==> src/rtl/weight_mem_sched.sv <==
// Read/write scheduler for one dual-port weight BRAM: round-robin burst reads
// for two requesters plus single-word loads from the weight loader.
module weight_mem_sched #(
  parameter int unsigned RAM_WIDTH = 16,
  parameter int unsigned RAM_DEPTH = 400,
  parameter int unsigned RAM_ADDR  = 9,
  parameter int unsigned RD_LAT    = 1
) (
  input  logic                 clk,
  input  logic                 rst_n,
  input  logic                 req0_valid,
  output logic                 req0_ready,
  input  logic [RAM_ADDR-1:0]  req0_base,
  input  logic [RAM_ADDR-1:0]  req0_len,
  input  logic                 req1_valid,
  output logic                 req1_ready,
  input  logic [RAM_ADDR-1:0]  req1_base,
  input  logic [RAM_ADDR-1:0]  req1_len,
  input  logic                 ld_valid,
  output logic                 ld_ready,
  input  logic [RAM_ADDR-1:0]  ld_addr,
  input  logic [RAM_WIDTH-1:0] ld_data,
  output logic                 mem_ce0,
  output logic [RAM_ADDR-1:0]  mem_addr0,
  input  logic [RAM_WIDTH-1:0] mem_wout,
  output logic                 mem_ce1,
  output logic                 mem_we1,
  output logic [RAM_ADDR-1:0]  mem_addr1,
  output logic [RAM_WIDTH-1:0] mem_win,
  output logic [RAM_WIDTH-1:0] rd_data,
  output logic                 rd_valid,
  output logic                 rd_id,
  output logic                 rd_last,
  output logic                 done0,
  output logic                 done1,
  output logic                 err,
  output logic                 busy
);

  localparam logic [RAM_ADDR-1:0] LAST_ADDR  = RAM_ADDR'(RAM_DEPTH - 1);
  localparam logic [RAM_ADDR-1:0] DRAIN_INIT = RAM_ADDR'(RD_LAT - 1);

  typedef enum logic [1:0] {
    IDLE  = 2'd0,
    BURST = 2'd1,
    DRAIN = 2'd2
  } state_t;

  state_t              state_q, state_d;
  logic [RAM_ADDR-1:0] cnt_q, cnt_d;
  logic [RAM_ADDR-1:0] addr_q, addr_d;
  logic                id_q, id_d;
  logic                last_q, last_d;
  logic [1:0]          done_imm_q, done_imm_d;
  logic                err_q, err_d;

  // Tag pipe travelling alongside each read, RD_LAT stages deep
  logic [RD_LAT-1:0]   tv_q, ti_q, tl_q;

  logic                gnt;
  logic [RAM_ADDR-1:0] g_base;
  logic [RAM_ADDR-1:0] g_len;
  logic                issue;
  logic                issue_last;

  assign issue      = (state_q == BURST);
  assign issue_last = issue && (cnt_q == RAM_ADDR'(1));

  // Next-state, arbitration and write-port decode
  always_comb begin
    state_d    = state_q;
    cnt_d      = cnt_q;
    addr_d     = addr_q;
    id_d       = id_q;
    last_d     = last_q;
    done_imm_d = 2'b00;
    err_d      = 1'b0;
    req0_ready = 1'b0;
    req1_ready = 1'b0;
    ld_ready   = 1'b0;
    mem_ce1    = 1'b0;
    mem_we1    = 1'b0;
    mem_addr1  = '0;
    mem_win    = '0;
    gnt        = 1'b0;
    g_base     = '0;
    g_len      = '0;

    case (state_q)
      IDLE: begin
        if (ld_valid) begin
          ld_ready  = 1'b1;
          mem_ce1   = 1'b1;
          mem_we1   = 1'b1;
          mem_addr1 = ld_addr;
          mem_win   = ld_data;
        end else if (req0_valid || req1_valid) begin
          // on a tie the requester not granted last time wins
          gnt        = (req0_valid && req1_valid) ? ~last_q : req1_valid;
          g_base     = gnt ? req1_base : req0_base;
          g_len      = gnt ? req1_len  : req0_len;
          req0_ready = ~gnt;
          req1_ready = gnt;
          last_d     = gnt;
          id_d       = gnt;
          if (g_len == '0) begin
            done_imm_d[gnt] = 1'b1;
          end else if (32'(g_base) >= RAM_DEPTH) begin
            err_d           = 1'b1;
            done_imm_d[gnt] = 1'b1;
          end else begin
            state_d = BURST;
            addr_d  = g_base;
            cnt_d   = g_len;
          end
        end
      end
      BURST: begin
        if (cnt_q == RAM_ADDR'(1)) begin
          // address holds at the final issued word
          state_d = DRAIN;
          cnt_d   = DRAIN_INIT;
        end else begin
          cnt_d  = cnt_q - RAM_ADDR'(1);
          addr_d = (addr_q == LAST_ADDR) ? '0 : addr_q + RAM_ADDR'(1);
        end
      end
      DRAIN: begin
        if (cnt_q == '0) begin
          state_d = IDLE;
        end else begin
          cnt_d = cnt_q - RAM_ADDR'(1);
        end
      end
      default: begin
        state_d = IDLE;
      end
    endcase
  end

  // Control registers
  always_ff @(posedge clk or negedge rst_n) begin
    if (!rst_n) begin
      state_q    <= IDLE;
      cnt_q      <= '0;
      addr_q     <= '0;
      id_q       <= 1'b0;
      last_q     <= 1'b1;
      done_imm_q <= 2'b00;
      err_q      <= 1'b0;
    end else begin
      state_q    <= state_d;
      cnt_q      <= cnt_d;
      addr_q     <= addr_d;
      id_q       <= id_d;
      last_q     <= last_d;
      done_imm_q <= done_imm_d;
      err_q      <= err_d;
    end
  end

  // Tag pipe shift: stage 0 captures the tag of the read issued this cycle
  always_ff @(posedge clk or negedge rst_n) begin
    if (!rst_n) begin
      tv_q <= '0;
      ti_q <= '0;
      tl_q <= '0;
    end else begin
      tv_q[0] <= issue;
      ti_q[0] <= id_q;
      tl_q[0] <= issue_last;
      for (int unsigned i = 1; i < RD_LAT; i++) begin
        tv_q[i] <= tv_q[i-1];
        ti_q[i] <= ti_q[i-1];
        tl_q[i] <= tl_q[i-1];
      end
    end
  end

  assign mem_ce0   = issue;
  assign mem_addr0 = addr_q;
  assign rd_valid  = tv_q[RD_LAT-1];
  assign rd_id     = tv_q[RD_LAT-1] & ti_q[RD_LAT-1];
  assign rd_last   = tv_q[RD_LAT-1] & tl_q[RD_LAT-1];
  assign rd_data   = rd_valid ? mem_wout : '0;
  assign done0     = done_imm_q[0] | (rd_last & ~rd_id);
  assign done1     = done_imm_q[1] | (rd_last &  rd_id);
  assign err       = err_q;
  assign busy      = (state_q != IDLE);

endmodule

==> config.mk <==
export PLATFORM = sky130hd
export DESIGN_NAME = weight_mem_sched
export DESIGN_NICKNAME = d
export VERILOG_FILES = /design/src/rtl/weight_mem_sched.sv
export SDC_FILE = /design/constraint.sdc
export NUM_CORES = 1
export LEC_CHECK = 0
export ABC_CLOCK_PERIOD_IN_PS = 3500
export CAP_MARGIN = 20
export CORE_UTILIZATION = 40
export CTS_CLUSTER_SIZE = 10
export DETAILED_ROUTE_END_ITERATION = 10
export PLACE_DENSITY = 0.83
export SLEW_MARGIN = 20
export SYNTH_ARGS = -nofsm -noshare
export SYNTH_HDL_FRONTEND = slang
export SYNTH_SLANG_ARGS = --single-unit
==> constraint.sdc <==
create_clock -name clk -period 3.5 [get_ports clk]
set_input_delay 0.7 -clock clk [delete_from_list [all_inputs] [get_ports clk]]
set_output_delay 0.7 -clock clk [all_outputs]
set_load 0.05 [all_outputs]
* After elaboration in Yosys (flattened, before gate mapping)
Cells that the tools add are included.
** Storage, ports and cells
- ROM bits :: 0
- Memory bits (writable) :: 0
- Latch bits :: 0
- Memories :: 0
- Output and inout port bits :: 63
- Input bits :: 82
- Bits in registers :: 28
** Operators by class
- Reductions and logical operators :: 14
- Divide/modulo/power cells :: 0
- Add/sub/neg operators :: 2
- Eq/ne operators :: 12
- Shifts and indexed selects :: 0
- $lt $le $gt $ge :: 3
- $mul :: 0
- Bitwise gates (word level) :: 10
- Muxes and demuxes :: 49
** Operators by type and width (count)
- $mux W9 :: 16
- $mux W16 :: 3
- $pmux W9 S3 :: 1
- $mux W2 :: 11
- $logic_not A9 Y1 :: 2
- $pmux W9 S2 :: 1
- $reduce_and A6 Y1 :: 3
- $mux W1 :: 15
- $ne A2 B2 Y1 const B :: 7
- $add A9 B1 Y9 const B :: 1
- $eq A9 B1 Y1 const B :: 1
- $eq A9 B9 Y1 const B :: 1
- $ge A9 B9 Y1 const B :: 1
- $sub A9 B1 Y9 const B :: 1
- $pmux W2 S3 :: 1
- $and A1 B1 Y1 :: 4
- $not A1 Y1 :: 4
- $reduce_bool A2 Y1 :: 2
- $logic_and A1 B1 Y1 :: 3
- $reduce_and A3 Y1 :: 1
- $reduce_bool A3 Y1 :: 1
- $eq A2 B1 Y1 const B :: 1
- $eq A2 B2 Y1 const B :: 1
- $logic_not A2 Y1 :: 1
- other kinds (6) :: 7

* Depth between registers and ports, before layout
- Depth in word-level cells :: 11
- Mapped depth :: 9

* Worst setup path after synthesis
OpenSTA, ideal clock, no wires.
- Kind :: input-to-output
- Start point :: input ld_valid
- End point :: output req0_ready
- Setup slack :: 0.843 ns
- Data arrival time :: 1.957 ns
- Cell stages on the path :: 4
- Required time :: 2.800 ns
- Cell sequence :: clkbuf_1 nand2b_1 or2_1 nor2_1
** On the way
- Word-level cells in the longest chain between the ends :: 2
** RTL lines
- from (decl) :: line 19 : input logic ld_valid,
- $mux W1 :: line 91 : if (ld_valid) begin
- $mux W1 :: line 89 : case (state_q)
- to (decl) :: line 12 : output logic req0_ready,
No other way between the ends.

* Worst setup path after layout
- Start point :: input req1_valid
- End point :: output req1_ready
** On the way
- Word-level cells in the longest chain between the ends :: 5
- Elaborated cells on any way between the ends :: 6
** RTL lines
- from (decl) :: line 15 : input logic req1_valid,
- $logic_and A1 B1 Y1 :: line 99 : gnt = (req0_valid && req1_valid) ? ~last_q : req1_valid;
- $mux W1 :: line 99
- $mux W1 * :: line 97 : end else if (req0_valid || req1_valid) begin
- $mux W1 * :: line 91
- $mux W1 * :: line 89
- to (decl) :: line 16 : output logic req1_ready,
Mark *: on every way between the ends. The rest lies on a longest branch, timed or not.

==> summary.md <==
| Metric | Value |
|---|---|
| # H-tree levels | `1` |
| Vias in the first global route | `2615` |
| Number of max-slew violations in the final report | `0` |
| Leakage | `1.74 nW` |
| Wire per inst | `15.7 um` |
| Clock Tree Buf Depth | `2` |
| Top-count cell post-synth | `dfrtp_1` |
| Slew margin rel. | `41.0%` |
| Worst setup SP type | `input port` |
| Routed WL | `7.66 mm` |
| Share of Yosys cell area claimed by the top area cell type | `29.1%` |
| Final setup violation count | `0` |
| Share of layout cells above drive strength 1 | `14.4%` |
| Peak supply drop | `0.575 mV` |
| IO Pins | `145` |
| Chip width | `78.2 um` |
| CTS resizes | `0` |
| Setup total negative slack | `0 ns` |
| Num rows | `27` |
| Number of buffers created by CTS | `3` |
| Crit end category | `primary output` |
| Drt drc | `0` |
| GP Congestion | `0.892` |
| WS Path Type | `input port to primary output` |
| Status | `complete, no violations` |
| Slew @ Worst Pin | `0.877 ns` |
| Max-cap viol count | `0` |
| Number of buffers added on ports | `144` |
| Global-route wire length before repair | `12.6 mm` |
| Final #Nets | `507` |
| Crit path DAT | `2.19 ns` |
| Final antenna-violating net count | `0` |
| Post-synth EDFFs | `0` |
| Hold Crit Class | `flip-flop to flip-flop` |
| RSZ-0062 raised after global routing | `no` |
| Area Overhead vs Synth | `65.8%` |
| Initial DRC Count | `80` |
| Most instantiated cells after synthesis | `dfrtp_1 (27), and3_1 (25), and2_1 (21), nand2_1 (21), nor2_1 (17)` |
| Worst Hold Depth | `0` |
| Cell Pwr Density | `840 nW/um^2` |
| Starting density of the core | `41.9%` |
| Total gr overflow | `0` |
| Antenna Cells | `0` |
| Final period utilization | `82.5%` |
| CP required | `2.80 ns` |
| DIE AREA | `6110 sq um` |
| Final Skew | `0.00155 ns` |
| # Post-CTS Setup Buffers | `0` |
| Async SR Flop Fraction | `100%` |
| Post-synthesis cell area | `2320 sq um` |
| Clock-pin slew on the worst setup and hold paths | `0.10 ns` |
| Dpl cell area | `3780 sq um` |
| Vias | `2724` |
| Cell count after synthesis | `277` |
| Die height | `78.2 um` |
| CP max stage cell | `clkdlybuf4s50_1` |
| Dpl hpwl | `6.08 mm` |
| YS warnings | `0` |
| Final Hold Fails | `0` |
| Yosys top cell by area | `dfrtp_1` |
| CTS tree | `done` |
| Root Driver | `clkbuf_8` |
| CP peak stage delay | `0.49 ns` |
| Sequential element share of the synthesized area | `30.2%` |
| Pin count of the biggest net entering global routing | `29` |
| Final Critical Period | `2.89 ns` |
| 1st-pass router iterations | `4` |
| Worst reg2reg path depth | `7` |
| #FFs+latches synth | `28` |
| Initial antenna violation count | `0` |
| Avg Inst Size Synth | `8.38 sq um` |
| Clk sinks | `28` |
| Hold Buf Count CTS | `0` |
| Core ar. | `5540 sq um` |
| Top post-synthesis cells by area | `dfrtp_1 (29%), and3_1 (6.7%), and2_1 (5.7%), mux2i_1 (5.2%), ha_1 (3.8%)` |
| Syn nets | `366` |
| Netlist cell types | `54` |
| Cell area after layout | `3850 sq um` |
| Dominant synthesized flop cell | `dfrtp_1` |
| CP max FO | `15` |
| GRT Util Overall | `25.8%` |
| Crit-path cells | `clkdlybuf4s50_1 > a21bo_2 > buf_4 > nor2_1 > buf_12` |
| Worst skew pair latency | `0.28 ns` |
| Max Freq | `0.346 GHz` |
| Vias per cell | `5.57` |
-- worst max-delay path: cells and delay by family --
family	cells	cell delay, ns
simple gates	1	0.29
buf+inv	3	0.90
compound gates	1	0.29
-- path summary, 6_finish.rpt --
kind,start,to,slack [ns]
min,id_q,ti_q,0.39
max,req1_valid,req1_ready,0.61
max reg2reg,state_q[0],mem_addr0[1],0.97
min reg2reg,id_q,ti_q,0.39
max in group asynchronous,rst_n,last_q,2.39
min in group asynchronous,rst_n,ti_q,0.80
-- power by group --
group | internal, mW | switching, mW
Sequential | 0.468 | 0.179
Combinational | 0.922 | 1.40
Clock | 0.153 | 0.108
-- state kept, by name, summed over array words and instances (netlist names) --
register    flops
err             1
tl_q            1
ti_q            1
mem_addr0       9
last_q          1
state_q         2
rd_valid        1
id_q            1
done_imm_q      2
cnt_q           9
-- metrics by stage --
step	hold slack [ns]	util, %	setup slack (ns)	total power, mW	std cells
3_3_place_gp	0.369	68.2	0.529	2.93	485
4_1_cts	0.390	69.4	0.622	3.23	489
3_5_place_dp	0.367	68.2	0.407	2.97	485
2_1_floorplan	0.354	-	0.843	2.28	277
5_1_grt	0.405	69.4	0.528	3.46	489
6_report	0.387	69.4	0.613	3.23	489
-- final cells by class --
cell class	count	area, sq um
clock buffers	3	41.3
clock inverters	1	30.0
fillers	476	1690
inverters	11	41.3
multi-input cells	220	1480
flip-flops and latches	28	702
well taps	72	90.1
repair buffers	154	1470
-- layer usage --
layer / vias up / part of all wire, % / GRT usage, %
met4: 0 / 1.0 / 6.30
met1: 1281 / 40 / 31.0
li1: 1307 / - / -
met3: 6 / 8.9 / 4.42
met2: 130 / 50 / 47.3
met5: - / 0 / 0
-- placed cells by master, fill, tap and decap left out, types with 11 or more instances in the layout --
| cell type | Yosys | final |
|---|---|---|
| and2_1 | 21 | 21 |
| and3_1 | 25 | 25 |
| buf_4 | 2 | 38 |
| clkdlybuf4s50_1 | 0 | 114 |
| dfrtp_1 | 27 | 27 |
| inv_1 | 11 | 11 |
| mux2i_1 | 12 | 12 |
| nand2_1 | 21 | 21 |
| nor2_1 | 17 | 17 |
| nor3_1 | 11 | 11 |
| o21ai_0 | 15 | 15 |
-- cells by family after synthesis --
kind of cell,count (synthesis),share of synthesized area [%]
AND/OR/NAND/NOR,122,29.3
AO/OA/AOI/OAI,74,22.7
buffers and inverters,29,6.15
flip-flops,28,30.2
multiplexers,17,7.76
adder cells (fa/ha/maj),7,3.77
Power figures use the tool's default switching activity.
